### src/rtl/i2c_master_sequencer_pkg.sv
// Shared types for the I2C master transaction sequencer: line-source select,
// byte direction and the half-period helper.
package i2c_master_sequencer_pkg;

  typedef enum logic [1:0] {
    RELEASE = 2'd0,
    LOW     = 2'd1,
    TIMER   = 2'd2
  } LineSel;

  typedef enum logic {
    TX = 1'b0,
    RX = 1'b1
  } DataDirection;

  localparam int CNT_W = 32;

  // A zero divider would never roll over; run it as a one-cycle half period.
  function automatic logic [CNT_W-1:0] half_period(input logic [CNT_W-1:0] div);
    return (div == '0) ? CNT_W'(1) : div;
  endfunction

endpackage

### src/rtl/i2c_master_sequencer_if.sv
// Host, bus-level and bit-timer signals seen by the transaction sequencer.
interface i2c_master_sequencer_if;
  import i2c_master_sequencer_pkg::*;

  logic [31:0]  clock_div;
  logic         start_txn;
  logic [6:0]   slave_addr;
  logic         rw;
  logic [5:0]   byte_count;
  logic [7:0]   tx_data;
  logic         tx_valid;
  logic         tx_ready;
  logic [7:0]   rx_byte;
  logic [7:0]   rx_data;
  logic         rx_valid;
  logic         SDA_sync;
  logic         SCL_sync;
  logic         timer_active;
  DataDirection direction;
  logic         should_nack;
  logic         byte_complete;
  logic         ack;
  logic         abort;
  logic         load_shift;
  logic [7:0]   load_byte;
  LineSel       scl_sel;
  LineSel       sda_sel;
  logic         busy;
  logic         done;
  logic         nack_err;
  logic         arb_lost;

  modport master (
    input  clock_div, start_txn, slave_addr, rw, byte_count, tx_data, tx_valid,
           rx_byte, SDA_sync, SCL_sync, byte_complete, ack, abort,
    output tx_ready, rx_data, rx_valid, timer_active, direction, should_nack,
           load_shift, load_byte, scl_sel, sda_sel, busy, done, nack_err, arb_lost
  );

  modport slave (
    output clock_div, start_txn, slave_addr, rw, byte_count, tx_data, tx_valid,
           rx_byte, SDA_sync, SCL_sync, byte_complete, ack, abort,
    input  tx_ready, rx_data, rx_valid, timer_active, direction, should_nack,
           load_shift, load_byte, scl_sel, sda_sel, busy, done, nack_err, arb_lost
  );

endinterface

### src/rtl/i2c_master_sequencer_flex_counter.sv
// Clearable up-counter that wraps to zero and flags the cycle it reaches
// rollover_val-1, giving a rollover_val-cycle period.
module flex_counter #(
  parameter int NUM_CNT_BITS = 32
) (
  input  logic                    clk,
  input  logic                    n_rst,
  input  logic                    clear,
  input  logic                    count_enable,
  input  logic [NUM_CNT_BITS-1:0] rollover_val,
  output logic                    rollover_flag
);

  logic [NUM_CNT_BITS-1:0] count_out;

  assign rollover_flag = count_enable && (count_out == rollover_val - NUM_CNT_BITS'(1));

  always_ff @(posedge clk, negedge n_rst) begin
    if (!n_rst)             count_out <= '0;
    else if (clear)         count_out <= '0;
    else if (rollover_flag) count_out <= '0;
    else if (count_enable)  count_out <= count_out + NUM_CNT_BITS'(1);
  end

endmodule

### src/rtl/i2c_master_sequencer.sv
// I2C master transaction sequencer: bus-free wait, START, address, N data
// bytes (TX or RX), STOP; steers the bit timer and the SCL/SDA sources.
module i2c_master_sequencer #(
  parameter int MAX_BYTES = 32
) (
  input  logic                          clk,
  input  logic                          n_rst,
  i2c_master_sequencer_if.master        bus
);
  import i2c_master_sequencer_pkg::*;

  localparam int RW = $clog2(MAX_BYTES + 1);

  typedef enum logic [3:0] {
    IDLE, BUS_WAIT, START_HOLD, LOAD_ADDR, ADDR_XFER, LOAD_DATA, TX_XFER,
    RX_XFER, RX_PUSH, GAP, STOP_LOW, STOP_SETUP, STOP_HOLD, DONE
  } state_t;

  state_t        state;
  logic [6:0]    addr;
  logic          rd;
  logic [RW-1:0] remaining;
  logic          cnt_en;
  logic          tick;
  logic          in_xfer;

  assign in_xfer = (state == ADDR_XFER) || (state == TX_XFER) || (state == RX_XFER);

  // The counter is held at zero whenever it is not counting and wraps on
  // rollover, so each timed state starts from a fresh half period.
  always_comb begin
    cnt_en = 1'b0;
    case (state)
      BUS_WAIT:                      cnt_en = bus.SCL_sync && bus.SDA_sync;
      START_HOLD, STOP_LOW, STOP_HOLD: cnt_en = 1'b1;
      STOP_SETUP:                    cnt_en = bus.SCL_sync;
      default:                       cnt_en = 1'b0;
    endcase
  end

  flex_counter #(.NUM_CNT_BITS(CNT_W)) u_half (
    .clk          (clk),
    .n_rst        (n_rst),
    .clear        (!cnt_en),
    .count_enable (cnt_en),
    .rollover_val (half_period(bus.clock_div)),
    .rollover_flag(tick)
  );

  // Line selects and timer controls decode straight from state, so a reset
  // releases both lines without waiting for a clock.
  always_comb begin
    bus.scl_sel      = RELEASE;
    bus.sda_sel      = RELEASE;
    bus.timer_active = 1'b0;
    bus.direction    = TX;
    bus.should_nack  = 1'b0;
    bus.load_shift   = 1'b0;
    bus.load_byte    = {addr, rd};
    bus.tx_ready     = 1'b0;
    case (state)
      START_HOLD: bus.sda_sel = LOW;
      LOAD_ADDR: begin
        bus.sda_sel    = LOW;
        bus.load_shift = 1'b1;
      end
      ADDR_XFER, TX_XFER: begin
        bus.timer_active = 1'b1;
        bus.scl_sel      = TIMER;
        bus.sda_sel      = TIMER;
      end
      RX_XFER: begin
        bus.timer_active = 1'b1;
        bus.scl_sel      = TIMER;
        bus.sda_sel      = TIMER;
        bus.direction    = RX;
        bus.should_nack  = (remaining == RW'(1));
      end
      LOAD_DATA: begin
        bus.scl_sel    = LOW;
        bus.tx_ready   = bus.tx_valid;
        bus.load_shift = bus.tx_valid;
        bus.load_byte  = bus.tx_data;
      end
      RX_PUSH, GAP: bus.scl_sel = LOW;
      STOP_LOW: begin
        bus.scl_sel = LOW;
        bus.sda_sel = LOW;
      end
      STOP_SETUP: bus.sda_sel = LOW;
      default: ;
    endcase
  end

  assign bus.busy = (state != IDLE);

  always_ff @(posedge clk, negedge n_rst) begin
    if (!n_rst) begin
      state        <= IDLE;
      addr         <= '0;
      rd           <= 1'b0;
      remaining    <= '0;
      bus.nack_err <= 1'b0;
      bus.arb_lost <= 1'b0;
      bus.done     <= 1'b0;
      bus.rx_valid <= 1'b0;
      bus.rx_data  <= '0;
    end else begin
      bus.done     <= 1'b0;
      bus.rx_valid <= 1'b0;
      if (in_xfer && bus.abort) begin
        bus.arb_lost <= 1'b1;
        bus.done     <= 1'b1;
        state        <= IDLE;
      end else begin
        case (state)
          IDLE: if (bus.start_txn) begin
            addr         <= bus.slave_addr;
            rd           <= bus.rw;
            remaining    <= (int'(bus.byte_count) > MAX_BYTES) ? RW'(MAX_BYTES)
                                                               : RW'(bus.byte_count);
            bus.nack_err <= 1'b0;
            bus.arb_lost <= 1'b0;
            state        <= BUS_WAIT;
          end
          BUS_WAIT:   if (tick) state <= START_HOLD;
          START_HOLD: if (tick) state <= LOAD_ADDR;
          LOAD_ADDR:  state <= ADDR_XFER;
          ADDR_XFER: if (bus.byte_complete) begin
            if (bus.ack) begin
              bus.nack_err <= 1'b1;
              state        <= STOP_LOW;
            end else if (remaining == '0) state <= STOP_LOW;
            else if (rd)                  state <= GAP;
            else                          state <= LOAD_DATA;
          end
          LOAD_DATA: if (bus.tx_valid) state <= TX_XFER;
          TX_XFER: if (bus.byte_complete) begin
            if (bus.ack) begin
              bus.nack_err <= 1'b1;
              state        <= STOP_LOW;
            end else begin
              if (remaining != '0) remaining <= remaining - RW'(1);
              state <= (remaining <= RW'(1)) ? STOP_LOW : LOAD_DATA;
            end
          end
          RX_XFER: if (bus.byte_complete) begin
            bus.rx_valid <= 1'b1;
            bus.rx_data  <= bus.rx_byte;
            state        <= RX_PUSH;
          end
          RX_PUSH: begin
            if (remaining != '0) remaining <= remaining - RW'(1);
            state <= (remaining <= RW'(1)) ? STOP_LOW : GAP;
          end
          GAP:        state <= RX_XFER;
          STOP_LOW:   if (tick) state <= STOP_SETUP;
          STOP_SETUP: if (tick) state <= STOP_HOLD;
          STOP_HOLD: if (tick) begin
            bus.done <= 1'b1;
            state    <= DONE;
          end
          DONE:    state <= IDLE;
          default: state <= IDLE;
        endcase
      end
    end
  end

endmodule

### src/flat_wrapper.sv
// flat-port wrapper written by rule: the top's interface ports become plain ports
module i2c_master_sequencer_flat import i2c_master_sequencer_pkg::*;
#(
  parameter int MAX_BYTES = 32
)
  (clk, n_rst, bus_clock_div, bus_start_txn, bus_slave_addr, bus_rw, bus_byte_count, bus_tx_data, bus_tx_valid, bus_rx_byte, bus_SDA_sync, bus_SCL_sync, bus_byte_complete, bus_ack, bus_abort, bus_tx_ready, bus_rx_data, bus_rx_valid, bus_timer_active, bus_direction, bus_should_nack, bus_load_shift, bus_load_byte, bus_scl_sel, bus_sda_sel, bus_busy, bus_done, bus_nack_err, bus_arb_lost);
  i2c_master_sequencer_if bus_i ();
  input  logic clk;
  input  logic n_rst;
  input wire logic [$bits(bus_i.clock_div)-1:0] bus_clock_div;
  input wire logic [$bits(bus_i.start_txn)-1:0] bus_start_txn;
  input wire logic [$bits(bus_i.slave_addr)-1:0] bus_slave_addr;
  input wire logic [$bits(bus_i.rw)-1:0] bus_rw;
  input wire logic [$bits(bus_i.byte_count)-1:0] bus_byte_count;
  input wire logic [$bits(bus_i.tx_data)-1:0] bus_tx_data;
  input wire logic [$bits(bus_i.tx_valid)-1:0] bus_tx_valid;
  input wire logic [$bits(bus_i.rx_byte)-1:0] bus_rx_byte;
  input wire logic [$bits(bus_i.SDA_sync)-1:0] bus_SDA_sync;
  input wire logic [$bits(bus_i.SCL_sync)-1:0] bus_SCL_sync;
  input wire logic [$bits(bus_i.byte_complete)-1:0] bus_byte_complete;
  input wire logic [$bits(bus_i.ack)-1:0] bus_ack;
  input wire logic [$bits(bus_i.abort)-1:0] bus_abort;
  output wire logic [$bits(bus_i.tx_ready)-1:0] bus_tx_ready;
  output wire logic [$bits(bus_i.rx_data)-1:0] bus_rx_data;
  output wire logic [$bits(bus_i.rx_valid)-1:0] bus_rx_valid;
  output wire logic [$bits(bus_i.timer_active)-1:0] bus_timer_active;
  output wire logic [$bits(bus_i.direction)-1:0] bus_direction;
  output wire logic [$bits(bus_i.should_nack)-1:0] bus_should_nack;
  output wire logic [$bits(bus_i.load_shift)-1:0] bus_load_shift;
  output wire logic [$bits(bus_i.load_byte)-1:0] bus_load_byte;
  output wire logic [$bits(bus_i.scl_sel)-1:0] bus_scl_sel;
  output wire logic [$bits(bus_i.sda_sel)-1:0] bus_sda_sel;
  output wire logic [$bits(bus_i.busy)-1:0] bus_busy;
  output wire logic [$bits(bus_i.done)-1:0] bus_done;
  output wire logic [$bits(bus_i.nack_err)-1:0] bus_nack_err;
  output wire logic [$bits(bus_i.arb_lost)-1:0] bus_arb_lost;
  assign bus_i.clock_div = bus_clock_div;
  assign bus_i.start_txn = bus_start_txn;
  assign bus_i.slave_addr = bus_slave_addr;
  assign bus_i.rw = bus_rw;
  assign bus_i.byte_count = bus_byte_count;
  assign bus_i.tx_data = bus_tx_data;
  assign bus_i.tx_valid = bus_tx_valid;
  assign bus_i.rx_byte = bus_rx_byte;
  assign bus_i.SDA_sync = bus_SDA_sync;
  assign bus_i.SCL_sync = bus_SCL_sync;
  assign bus_i.byte_complete = bus_byte_complete;
  assign bus_i.ack = bus_ack;
  assign bus_i.abort = bus_abort;
  assign bus_tx_ready = bus_i.tx_ready;
  assign bus_rx_data = bus_i.rx_data;
  assign bus_rx_valid = bus_i.rx_valid;
  assign bus_timer_active = bus_i.timer_active;
  assign bus_direction = bus_i.direction;
  assign bus_should_nack = bus_i.should_nack;
  assign bus_load_shift = bus_i.load_shift;
  assign bus_load_byte = bus_i.load_byte;
  assign bus_scl_sel = bus_i.scl_sel;
  assign bus_sda_sel = bus_i.sda_sel;
  assign bus_busy = bus_i.busy;
  assign bus_done = bus_i.done;
  assign bus_nack_err = bus_i.nack_err;
  assign bus_arb_lost = bus_i.arb_lost;
  i2c_master_sequencer #(.MAX_BYTES(MAX_BYTES)) u_core (.clk(clk), .n_rst(n_rst), .bus(bus_i));
endmodule
### config.mk
export PLATFORM = sky130hd
export DESIGN_NAME = i2c_master_sequencer_flat
export DESIGN_NICKNAME = d
export VERILOG_FILES = /design/src/rtl/i2c_master_sequencer_pkg.sv /design/src/rtl/i2c_master_sequencer_if.sv /design/src/rtl/i2c_master_sequencer_flex_counter.sv /design/src/rtl/i2c_master_sequencer.sv /design/src/flat_wrapper.sv
export SDC_FILE = /design/constraint.sdc
export NUM_CORES = 1
export LEC_CHECK = 0
export CORE_MARGIN = 5
export CORE_UTILIZATION = 57
export CTS_BUF_LIST = sky130_fd_sc_hd__clkbuf_2
export CTS_CLUSTER_DIAMETER = 30
export DETAILED_ROUTE_END_ITERATION = 8
export PLACE_DENSITY = 0.95
export SLEW_MARGIN = 10
export SYNTH_ARGS = -nofsm -noshare
export SYNTH_HDL_FRONTEND = slang
export SYNTH_SLANG_ARGS = --single-unit
export TNS_END_PERCENT = 5
### constraint.sdc
create_clock -name clk -period 6.4 [get_ports clk]
set_input_delay 1.28 -clock clk [delete_from_list [all_inputs] [get_ports clk]]
set_output_delay 1.28 -clock clk [all_outputs]
set_load 0.005 [all_outputs]
==> summary.md <==
| Metric | Value |
|---|---|
| Avg Vias per Cell | `6.226` |
| Yosys top cell area share | `0.3280` |
| CP Data Arrival Time | `5.57 ns` |
| R2R depth | `8` |
| Post-synthesis simple-gate area fraction | `0.3058` |
| Post-Syn Instances | `552` |
| Final Cell Area | `0.005854 mm2` |
| Port Buffers | `100` |
| Type of origin of the critical path | `input port` |
| Hold path depth | `2` |
| Worst R2R Start | `u_core.state[1]` |
| Via count | `4676` |
| RR Endpoint | `u_core.u_half.count_out[18]` |
| Status | `completed` |
| Post-route ant nets | `0` |
| Largest net degree at the start of global routing | `63` |
| Area delta synth->final | `23.78%` |
| Hpwl dp | `10.25 mm` |
| Number of H-tree levels | `3` |
| Post-CTS Setup Repair Bufs | `0` |
| GRT Total Usage | `0.2631` |
| Worst hold start | `u_core.bus.arb_lost` |
| Initial Utilization | `0.5814` |
| Max Freq | `191.9 MHz` |
| Max cap viols | `0` |
| DRC | `0` |
| Layout Nets | `716` |
| Clk_skew | `0.03321 ns` |
| Main combinational cell family by area after synthesis | `simple AND/OR/NAND/NOR gates` |
| Fillers | `580` |
| Slew Limit Fails | `0` |
| First-pass GRT wire length | `21.70 mm` |
| Synth Flop Type | `dfrtp_1` |
| Die Y | `101.1 um` |
| Syn Nets | `627` |
| Worst-path cell chain | `clkdlybuf4s50_1 -> nor4_1 -> and4_1 -> nand3_1 -> nor2_1 -> nor2_1 -> ha_1 -> or4b_1 -> nor3_1 -> nand3_1 -> xnor2_1 -> or4_4 -> nor4_4 -> a21bo_4 -> nor2_1` |
| Reg area | `0.001551 mm2` |
| XOR/XNOR share of the synthesized area | `0.1222` |
| CP max FO | `31` |
| Total global routing overflow | `0` |
| Die Wd | `101.1 um` |
| Number of synthesized flops with an enable pin | `0` |
| Core box area | `0.008134 mm2` |
| Worst vdd ir | `0.1043 mV` |
| Worst min-delay path class | `flop to flop` |
| RSZ-0062 raised after global routing | `no` |
| Area of placed instances | `0.005749 mm2` |
| Row cnt | `33` |
| Clock buffer count from CTS | `9` |
| Complex-gate fraction of the synthesized area | `0.1376` |
| Worst rel slew slack | `0.3473` |
| Yosys reg bits | `62` |
| Endpoints failing setup | `0` |
| DIE AREA | `0.01022 mm2` |
| Critical path class | `input port to flop` |
| LEAKAGE | `0.002410 uW` |
| Crit end category | `flop` |
| CTS tree | `yes` |
| Clk_lat worst skew | `0.50 ns` |
| Root Driver | `clkbuf_2` |
| Most numerous cell on the critical path | `nor2_1` |
| Count of cell types in the netlist | `67` |
| Hold Buf Count CTS | `0` |
| Sink Count | `62` |
| Cell area after synthesis | `0.004730 mm2` |
| Fin crit period | `5.212 ns` |
| Period utilization | `0.8144` |
| Worst path slowest cell | `clkdlybuf4s50_1` |
| Clock transition at the registers of the reported paths | `0.17 ns` |
| Power Dens Cells | `137.1 mW/mm2` |
| Placer Congestion | `0.9282` |
| Final hold violation count | `0` |
| Worst EP required | `6.76 ns` |
| Synth area leaders | `dfrtp_1, xnor2_1, nor2_1, mux2_2, xor2_1` |
| Post-synthesis async set-or-reset flop share | `1.000` |
| Initial DRT Pass Iterations | `5` |
| Cts repair resizes | `0` |
| Max Root-Sink Buffers | `2` |
| Share of layout cells above drive strength 1 | `0.07895` |
| Yosys Warn Count | `0` |
| Worst reg2reg setup slack | `3.09 ns` |
| Iteration-0 DRC Markers | `397` |
| WL final | `13.28 mm` |
| Post-synthesis mux area share | `0.06349` |
| Setup TNS | `0 ns` |
| Seq/Total Area, Yosys | `0.3280` |
| Vias in the first global route | `4625` |
| IO Pins | `101` |
| Hold endpoint | `u_core.bus.arb_lost` |
| Diodes inserted | `0` |
| Slew @ Worst Pin | `0.9771 ns` |
| Crit path largest cell delay | `0.62 ns` |
| Syn Area/Cell | `8.568 um2` |
| Largest area contributor in the netlist | `dfrtp_1` |
| Multi-input gate area | `0.003025 mm2` |
| DR WL/cell | `17.68 um` |
| Synth Area in Adders | `0.01058` |
| Antenna violations before repair | `0` |
==> state kept, by name, summed over array words and instances, names as in the netlist <==
name,flops
u_core.bus.rx_data,8
u_core.rd,1
u_core.remaining,6
u_core.addr,7
u_core.bus.rx_valid,1
u_core.bus.arb_lost,1
u_core.bus.nack_err,1
u_core.u_half.count_out,32
u_core.state,4
u_core.bus.done,1
==> per-stage QoR <==
step,util,cells,setup slack [ns],total power (uW),hold WS [ns]
floorplan,-,552,1.796,490.5,0.4671
global placement,0.7068,735,1.024,569.1,0.4626
detailed placement,0.7068,735,0.8263,574.6,0.4668
CTS,0.7197,751,1.314,806.5,0.5068
global route,0.7197,751,1.088,841.1,0.5215
finish,0.7197,751,1.188,802.6,0.5025
==> cell usage in the layout (no fill, tap or decap), types with 6 or more instances in the layout <==
cell / Yosys / routed
o21ai_0: 28 / 28
nand2b_1: 8 / 8
or3_1: 7 / 7
nor2_1: 75 / 75
nand3b_1: 6 / 6
nand4_1: 9 / 9
inv_1: 10 / 10
clkbuf_2: 1 / 11
nor4_1: 10 / 10
dfrtp_1: 62 / 62
xnor2_1: 37 / 37
nand3_1: 24 / 24
mux2_2: 24 / 24
and3_1: 12 / 12
clkdlybuf4s50_1: 0 / 99
a21oi_1: 15 / 15
nand2_1: 37 / 37
xor2_1: 29 / 29
nor2b_1: 12 / 12
nor3_1: 26 / 26
==> cell families after synthesis <==
logic type,Yosys count
flip-flops,62
AO/OA/AOI/OAI,96
adder cells (fa/ha/maj),4
multiplexers,27
XOR/XNOR,66
AND/OR/NAND/NOR,264
buffers and inverters,33
==> synthesized netlist by cell type, drive strengths merged, types with 6 or more instances <==
| cell type | count |
|---|---|
| and3 | 12 |
| nor2 | 75 |
| nand4 | 10 |
| clkbuf | 17 |
| nand3 | 24 |
| nand2 | 37 |
| xor2 | 29 |
| a21oi | 15 |
| nor4 | 14 |
| o21ai | 28 |
| nor2b | 12 |
| nand3b | 6 |
| mux2 | 24 |
| or4 | 6 |
| buf | 6 |
| inv | 10 |
| dfrtp | 62 |
| xnor2 | 37 |
| nor3 | 27 |
| nand2b | 8 |
| or3 | 7 |
==> layer usage <==
metal / global-route usage / wire (um) / up-vias / part of all wire
met5: 0 / 0 / - / 0
met4: 0.1135 / 392 / 0 / 0.030
met3: 0.06090 / 1191 / 41 / 0.090
met2: 0.4069 / 6173 / 231 / 0.46
met1: 0.3527 / 5520 / 2220 / 0.42
li1: - / - / 2184 / -
==> worst max path at each step <==
stage	start	endpoint	slack (ns)	cells past startpoint
6_report	bus_clock_div[15]	u_core.u_half.count_out[18]	1.19	15
5_1_grt	bus_clock_div[5]	u_core.u_half.count_out[18]	1.09	15
4_1_cts	bus_clock_div[5]	u_core.u_half.count_out[18]	1.31	15
3_5_place_dp	bus_clock_div[5]	u_core.u_half.count_out[18]	0.83	15
3_3_place_gp	bus_clock_div[5]	u_core.u_half.count_out[29]	1.02	15
2_1_floorplan	bus_clock_div[13]	u_core.u_half.count_out[8]	1.80	17
==> critical path, delay by kind of cell <==
| family | cells | cell delay [ns] |
|---|---|---|
| compound gates | 1 | 0.43 |
| fa+ha+maj | 1 | 0.22 |
| buf+inv | 1 | 0.62 |
| simple gates | 11 | 2.82 |
| xor+xnor | 1 | 0.18 |
==> area by class of cell <==
class,count,area share
inverters,10,0.006412
repair buffers,101,0.1714
clock buffers,11,0.009404
flip-flops and latches,62,0.2650
well taps,105,0.02244
multi-input cells,457,0.5168
clock inverters,5,0.008549
==> report_power, final <==
part / internal [uW] / switching (uW)
combinational: 74.3 / 75.5
sequential: 404 / 18.8
clock: 90.4 / 140
total: 568 / 234
No activity file was read; power rests on OpenSTA's default activity.
